==> config.mk <==
export PLATFORM = sky130hd
export DESIGN_NAME = sample_fifo
export DESIGN_NICKNAME = d
export VERILOG_FILES = /design/src/rtl/sample_fifo.sv
export SDC_FILE = /design/constraint.sdc
export NUM_CORES = 1
export LEC_CHECK = 0
export BUFFER_PORTS_ARGS = -buffer_cell sky130_fd_sc_hd__buf_2
export CAP_MARGIN = 0
export CORE_MARGIN = 4
export CORE_UTILIZATION = 55
export DETAILED_ROUTE_END_ITERATION = 10
export PLACE_DENSITY = 0.73
export SYNTH_ARGS = -nofsm -noshare
export SYNTH_HDL_FRONTEND = slang
export SYNTH_SLANG_ARGS = --single-unit
==> constraint.sdc <==
create_clock -name clk -period 3.1 [get_ports clk]
set_input_delay 0.465 -clock clk [delete_from_list [all_inputs] [get_ports clk]]
set_output_delay 0.465 -clock clk [all_outputs]
set_load 0.1 [all_outputs]
==> src/rtl/sample_fifo.sv <==
// sample_fifo
// -----------
// Byte-wide first-word-fall-through FIFO that sits between a sample producer
// and a modulator. The oldest stored byte is always presented on 'sample'
// (8'h00 while empty), so the consumer captures it in the same cycle it
// pulses 'read'. Occupancy status is registered; misuse is recorded in
// sticky overflow/underflow flags until clr_err or rst.
//
// Ports
//   clk          in   clock, rising edge
//   rst          in   synchronous active-high reset (highest priority)
//   flush        in   synchronous discard of all stored entries
//   wr_en        in   producer write strobe
//   wr_data[7:0] in   producer sample byte
//   full         out  no free entry
//   almost_full  out  level >= AFULL_LEVEL
//   read         in   consumer pop strobe
//   sample[7:0]  out  oldest stored byte, 8'h00 when empty
//   empty        out  no stored entry
//   level        out  number of stored entries, 0..DEPTH
//   overflow     out  sticky: write refused because FIFO was full
//   underflow    out  sticky: read attempted while empty
//   clr_err      in   clears overflow and underflow
//
// Parameters
//   DEPTH        number of entries, power of two, >= 4
//   AFULL_LEVEL  fill level at or above which almost_full asserts

module sample_fifo #(
    parameter int DEPTH       = 16,
    parameter int AFULL_LEVEL = DEPTH - 2
) (
    input  logic                       clk,
    input  logic                       rst,
    input  logic                       flush,
    input  logic                       wr_en,
    input  logic [7:0]                 wr_data,
    output logic                       full,
    output logic                       almost_full,
    input  logic                       read,
    output logic [7:0]                 sample,
    output logic                       empty,
    output logic [$clog2(DEPTH):0]     level,
    output logic                       overflow,
    output logic                       underflow,
    input  logic                       clr_err
);

    localparam int AW = $clog2(DEPTH);
    localparam int LW = AW + 1;

    // Storage is deliberately never reset so it maps onto plain RAM.
    logic [7:0]    mem [DEPTH];
    logic [AW-1:0] wr_ptr;
    logic [AW-1:0] rd_ptr;

    logic          wr_accept;
    logic          rd_accept;
    logic          ovf_event;
    logic          ufl_event;
    logic [LW-1:0] level_next;

    // A write at full is still accepted when a pop frees the slot at the same
    // edge. Flush swallows any concurrent operation without raising errors.
    assign wr_accept = wr_en && (!full || read) && !flush && !rst;
    assign rd_accept = read && !empty && !flush;
    assign ovf_event = wr_en && full && !read && !flush;
    assign ufl_event = read && empty && !flush;

    // Occupancy after the coming edge, used to register the status flags so
    // they match level exactly.
    always_comb begin
        level_next = level;
        case ({wr_accept, rd_accept})
            2'b10:   level_next = level + LW'(1);
            2'b01:   level_next = level - LW'(1);
            default: level_next = level;
        endcase
    end

    // RAM write port.
    always_ff @(posedge clk) begin
        if (wr_accept) begin
            mem[wr_ptr] <= wr_data;
        end
    end

    // Pointers, level and registered status flags.
    always_ff @(posedge clk) begin
        if (rst || flush) begin
            wr_ptr      <= '0;
            rd_ptr      <= '0;
            level       <= '0;
            empty       <= 1'b1;
            full        <= 1'b0;
            almost_full <= 1'b0;
        end else begin
            if (wr_accept) begin
                wr_ptr <= wr_ptr + AW'(1);
            end
            if (rd_accept) begin
                rd_ptr <= rd_ptr + AW'(1);
            end
            level       <= level_next;
            empty       <= (level_next == '0);
            full        <= (level_next == LW'(DEPTH));
            almost_full <= (int'(level_next) >= AFULL_LEVEL);
        end
    end

    // Sticky error flags; a new event wins over a coincident clear.
    always_ff @(posedge clk) begin
        if (rst) begin
            overflow  <= 1'b0;
            underflow <= 1'b0;
        end else begin
            overflow  <= (overflow  && !clr_err) || ovf_event;
            underflow <= (underflow && !clr_err) || ufl_event;
        end
    end

    // First-word-fall-through output: asynchronous read of the head entry.
    assign sample = empty ? 8'h00 : mem[rd_ptr];

endmodule

Yosys cells after proc, flatten, opt, wreduce, memory -nomap -nowiden
Memory sizes are Yosys's and may differ from the RTL's. A register that Yosys moved wholly into a read port is not among the register bits.
Index checks and enable logic that the tools add are counted.
Word-level totals
  memory bits (writable): 128
  memories: 1
  bits in registers: 18
Operators by class
  equal/unequal tests: 3
  multiplexer cells: 6
  magnitude comparators: 1
  reduce and logical (&&, ||, !) cells: 23
  $add $sub $neg: 4
Memory list
  mem: depth 16, width 8, rd ports 1, clocked after Yosys merged registers in 1, write ports 1, RTL line 53  | logic [7:0] mem [DEPTH];
Operator list (number)
  logical AND 1 bit: 12
  one-hot mux 5 bit (2 select lines): 1
  adder 4 x 1 -> 4 bit, second input constant: 2
  two-way mux 4 bit: 2
  two-way mux 8 bit: 1
  zero test 1 bit: 6
  adder 5 x 1 -> 5 bit, second input constant: 1
  == test 5 bit, second input constant: 1
  greater-or-equal comparator 5 x 4 -> 1 bit, second input constant: 1
  zero test 5 bit: 1
  subtractor 5 x 1 -> 5 bit, second input constant: 1
  logical OR 1 bit: 4
  == test 2 x 1 -> 1 bit, second input constant: 1
  == test 2 bit, second input constant: 1
  two-way mux 1 bit: 2

Logic depth before layout (Yosys ltp)
Gate-level depths: netlist of the first run.
  word-level depth: 8
  gate-level depth with buffers: 12
  gate-level depth less buffers: 11

Least setup slack after synthesis of the first run
Ideal clock, no wire load.
  kind: register to register
  start point: register empty
  end point: register almost_full
  arrival time: 3068 ps
  library setup time: 101 ps
  stages on the path, launching flop included: 11
  slack: -69 ps
  path through: dfxtp_1 > buf_2 > nor3b_2 > ha_1 > xor2_1 > ha_1 > nor3b_1 > o32ai_1 > xor2_1 > nand2_1 > o41ai_1
On the way
  longest elaborated chain between the ends: 6
RTL lines
  start, declared: RTL line 42  | output logic empty,
  start signal, assigned: RTL line 105  | empty <= (level_next == '0);
  zero test 1 bit (*): RTL line 66  | assign rd_accept = read && !empty && !flush;
  logical AND 1 bit (*) (2 in a row): RTL line 66
  == test 2 x 1 -> 1 bit / == test 2 bit (equally long branches): RTL line 74  | case ({wr_accept, rd_accept})
  one-hot mux 5 bit (2 select lines) (*): RTL line 74
  greater-or-equal comparator 5 x 4 -> 1 bit (*): RTL line 107  | almost_full <= (int'(level_next) >= AFULL_LEVEL);
  end signal, assigned: RTL line 107
  end, declared: RTL line 39  | output logic almost_full,
Every way passes the cells marked *; elsewhere a longest branch is shown, timed or not.
A chain may end at the register's enable or synchronous reset.

==> results of run 1 <==
[area by class of cell]
class                   count  area share, %
multi-input cells         150           24.4
clock inverters            14           2.52
diodes                      1         0.0345
inverters                   5          0.258
clock buffers              18           5.91
flip-flops and latches    150           59.1
repair buffers             57           5.44
well taps                 140           2.41
[metrics by stage]
stage	instances	utilization, %	hold slack (ps)	area [sq um]	total power [uW]
after floorplan	321	-	485	6190	2320
after global placement	502	60.7	455	6640	2360
after detailed placement	502	60.7	476	6640	2370
after CTS	534	66.3	240	7250	4460
after global routing	534	66.4	239	7260	4570
final	535	66.4	257	7260	4430
[cells in the mapped netlist (4+ instances only)]
cell type | instances | area [sq um]
dfxtp_1 | 22 | 440
nand2_1 | 8 | 30.0
xor2_1 | 6 | 52.6
nor3_1 | 6 | 30.0
mux4_1 | 24 | 631
inv_1 | 5 | 18.8
nor2_1 | 28 | 105
nand2b_1 | 7 | 43.8
xnor2_1 | 5 | 43.8
ha_1 | 8 | 100
buf_1 | 4 | 15.0
a21oi_1 | 4 | 20.0
clkbuf_1 | 5 | 18.8
mux2i_1 | 4 | 40.0
nor2b_1 | 4 | 25.0
edfxtp_1 | 128 | 3840
nand3b_1 | 4 | 30.0
mux4_2 | 16 | 360
nor2b_4 | 8 | 110
[final timing paths]
check,cells after the start,to
setup / recovery,5,sample[1]
hold / removal,2,underflow
setup reg to reg,11,almost_full
hold reg to reg,2,overflow
[per-layer routing]
metal,up-vias,share of wire (%),GRT usage [%]
met2,132,49,31.7
met1,1622,43,29.4
met3,12,6.4,5.62
met4,0,0.91,6.41
li1,1414,-,-
met5,-,0,0
[state kept, by name, summed over array words and instances, names as in the netlist, named ones only]
name and count:
mem 128, level 5, rd_ptr 4, wr_ptr 4, almost_full 1, empty 1
full 1, overflow 1, underflow 1
[critical path, cell delays in order (launching register included)]
cell and delay, ps:
dfxtp_4 420, buf_12 180, mux4_1 620, mux4_2 510, nor2b_4 140, buf_4 230
[cell families (layout without fill, tap and decap cells)]
family | Yosys count | count (layout) | synth area share (%)
other | 0 | 1 | 0
DFF | 150 | 150 | 69.3
and+or+nand+nor | 74 | 74 | 7.30
adders and majority gates | 8 | 8 | 1.62
muxes | 44 | 44 | 16.7
AOI/OAI and AO/OA | 13 | 13 | 1.46
xor gates and xnor gates | 11 | 11 | 1.56
buffers and inverters | 21 | 94 | 2.12
[where the power goes]
part	leakage, uW	switching (uW)	total, uW	internal [uW]
Clock	0.000293	766	2100	1340
Sequential	0.00133	4.17	2200	2190
Combinational	0.000849	88.8	126	37.7
==> run metrics, run 1 <==
post-CTS setup buffers 0; IO Count 32; Distinct cells, synth 39; H-tree Lvls 4; most frequent cells in the layout 128 x edfxtp_1, 28 x nor2_1, 28 x buf_2; leak pwr 0.00247 uW; #FFs+latches synth 150; pre-CTS setup slack 256 ps; Critical Path End Type output port; vias in the first global route 3223; Antenna Nets Post-Route 0; Die Y 114 um; post-synthesis cell count 321; total congestion overflow 0; min-delay worst type in2reg; status finished clean; worst r2r src full; vias post-DR 3180; port bufs 31; area of the multi-input gates 1770 sq um; Fin Setup TNS 0 ps; first-pass GRT wire length approximately 19 mm; Crit path arrival time around 2500 ps; # fillers roughly 700; CTS Buf Count 17; Routed WL per cell 23.0 um; DRT iter0 DRCs just under 300; R2R setup slack approximately 640 ps; Die X 114 um; VDD IR-drop max 0.000470 V; largest net degree at the start of global routing 33; clock skew 9.15 ps; post-layout min period just under 3000 ps; DR DRC count 0; Cell Pwr Density 610 nW/um^2; Req. time, crit path 2630 ps; CTS tree built; Most used DFF post-synth edfxtp_1; routability cong. 0.751; endpoints failing hold 0; Detail Placement HPWL 7.48 mm; RSZ-0062 raised after global routing false; Final nets 403; Root Buffer clkbuf_16; Post-Route WL 12.3 mm; maximum fanout along the worst path 15; Synth async-reset ratio 0%; synthesized area between 6000 and 7000 sq um; average cell area after synthesis 19.3 sq um; Final setup viols 0; drt pass-1 iters 4; final max-slew violation count 0; Reg area about 4300 sq um; Startpoint Class flip-flop; Slew HR 61.1%; CP Class reg2out; Clock Sinks 150; proportion of layout cells with a drive suffix above 1 28.9%; post-CTS sizing 1; initial antenna violation count 1; Hold Buf Count CTS 0; number of synthesized flops with an enable pin 128; num rows 38; achievable frequency 0.335 GHz; Ys Warns 0; Clock Latency Late Sink 410 ps; Worst Hold Launch rst; max-cap viol count 0; Tcrit/Tclk final 96.2%; register area share after synthesis 69.3%; die area 13000 sq um; CTS clk-pin slew, worst paths 60 ps; Area Growth Syn to Fin 17.4%; most common cell after layout, fill and taps aside edfxtp_1; Tot GR Track Use slightly above 20%; Worst Tran Pin Value 583 ps; syn_nets 343; CTS Buffer Depth 2; setup ws final 117 ps; Initial Utilization 56.6%; vias per cell 5.94; core region area 10900 sq um
(Power assumes the default switching activity.)
==> run 2: changes to the inputs <==
--- a/config.mk
+++ b/config.mk
@@ -7,6 +7,7 @@
 export LEC_CHECK = 0
 export BUFFER_PORTS_ARGS = -buffer_cell sky130_fd_sc_hd__buf_2
 export CAP_MARGIN = 0
+export CORE_ASPECT_RATIO = 1.25
 export CORE_MARGIN = 4
 export CORE_UTILIZATION = 55
 export DETAILED_ROUTE_END_ITERATION = 10
==> run metrics, run 2 (same netlist as run 1, synthesis figures left out) <==
status finished clean; Req. time, crit path between 2000 and 3000 ps; first-pass GRT wire length 18.3 mm; H-tree Lvls 4; WL met3 613 um; CP max stage delay 610 ps; Area Growth Syn to Fin 16.3%; total congestion overflow 0; endpoints failing hold 0; achievable frequency 0.329 GHz; Clock Latency Late Sink 410 ps; DR DRC count 0; M1 WL roughly 4.7 mm; min-delay worst type in2reg; Pwr Total ~4300 uW; WL met2 6.35 mm; CTS tree built; final max-slew violation count 0; Initial Utilization 56.1%; Cell Pwr Density 593 nW/um^2; routability cong. 0.784; port bufs 31; Crit path arrival time 2570 ps; clock skew 6.57 ps; utilization after layout roughly 65%; Slew HR approximately 57%; drt pass-1 iters 4; critical path's slowest cell mux4_1; maximum fanout along the worst path 16; max reg flops 128; leak pwr 0.00243 uW; Post-Route WL 11.8 mm; Worst Tran Pin Value ~640 ps; largest delay contributor family on the critical path multiplexers; Startpoint Class flip-flop; Tot GR Track Use approximately a fifth; post-layout min period ~3000 ps; Critical Path End Type output port; Buf+Inv Stages, Crit Path 2; most frequent cells in the layout 128 x edfxtp_1, 28 x nor2_1, 24 x mux4_1, 24 x buf_2, 24 x buf_4; Regs by FF count mem x128, level x5; Routed WL per cell 22.4 um; core region area approximately 11000 sq um; CTS Buffer Depth 2; vias post-DR approximately 3.1k; CTS clk-pin slew, worst paths 60 ps; Detail Placement HPWL 7.49 mm; num rows 43; most common cell after layout, fill and taps aside edfxtp_1; proportion of layout cells with a drive suffix above 1 29.3%; Cell Area, Placed 6580 sq um; CTS Buf Count 17; vias per cell 5.89; Clock Sinks 150; CP Class reg2out; Tcrit/Tclk final 97.9%; final instance area slightly above 7000 sq um; Die Y about 130 um; # fillers approximately 740; Final setup viols 0; Root Buffer clkbuf_16; IO Count 32; ANT cells 0; Final nets around 400; worst-path cell chain buf_12, mux4_1, mux4_2, nor2b_4, clkbuf_4; Die X between 100 and 150 um; largest net degree at the start of global routing 33; top layer in use met4; vias in the first global route 3179; die area 13000 sq um; max-cap viol count 0; initial antenna violation count 0; Most flops, register mem; Antenna Nets Post-Route 0; DRT iter0 DRCs 268; VDD IR-drop max ~0.0005 V
## run 2: changes by cell type in the layout (fill, tap and decap cells not counted), moves of 2 or more
cell        change
clkinv_1        -3
clkinvlp_4      +2
clkbuf_4        +3
clkinv_4        -2
buf_2           -4
inv_6           +6
buf_12          -2
bufinv_16       -3
## run 2: per-layer routing
layer	up-vias	track usage (%)
li1	1407	-
met5	-	0
met4	0	5.87
met1	1578	26.3
met2	107	32.1
met3	13	5.61
## run 2: cell type report
class,count,area (sq um),share of cell area (%)
clock buffer,18,429,5.97
sequential,150,4290,59.6
clock inverter,14,138,1.91
timing repair buffer,55,383,5.32
multi-input combinational,150,1770,24.6
tap,135,169,2.35
inverter,5,18.8,0.261
## run 2: path summary, 6_finish.rpt
check	start	end	slack (ps)	depth (start not counted)
hold / removal	rst	overflow	250	2
hold reg to reg	overflow	overflow	490	2
setup / recovery	flip-flop	sample[3]	60	5
setup reg to reg	empty	almost_full	530	10
## run 2: through the flow
stage | setup TNS [ps] | hold slack [ps] | cells | setup WS (ps)
floorplan | 0 | 485 | 321 | 181
global placement | 0 | 465 | 494 | 339
detailed placement | 0 | 486 | 494 | 257
CTS | 0 | 229 | 526 | 10.7
global route | -16.9 | 234 | 527 | -5.75
finish | 0 | 248 | 527 | 64.1
## run 2: report_power, final
group | internal (uW) | switching [uW] | total, uW
logic | 36.9 | 84.4 | 121
registers | 2190 | 8.26 | 2200
clock network | 1120 | 820 | 1940
total | 3350 | 913 | 4270
## run 2: what timing repair did
item                       4_1_cts  5_1_grt
hold endpoints to repair         0        0
gates resized for setup          1        7
pin swaps                        0        0
buffers inserted                 0        0
gates cloned                     0        1
setup endpoints to repair        1        8
hold buffers                     0        0
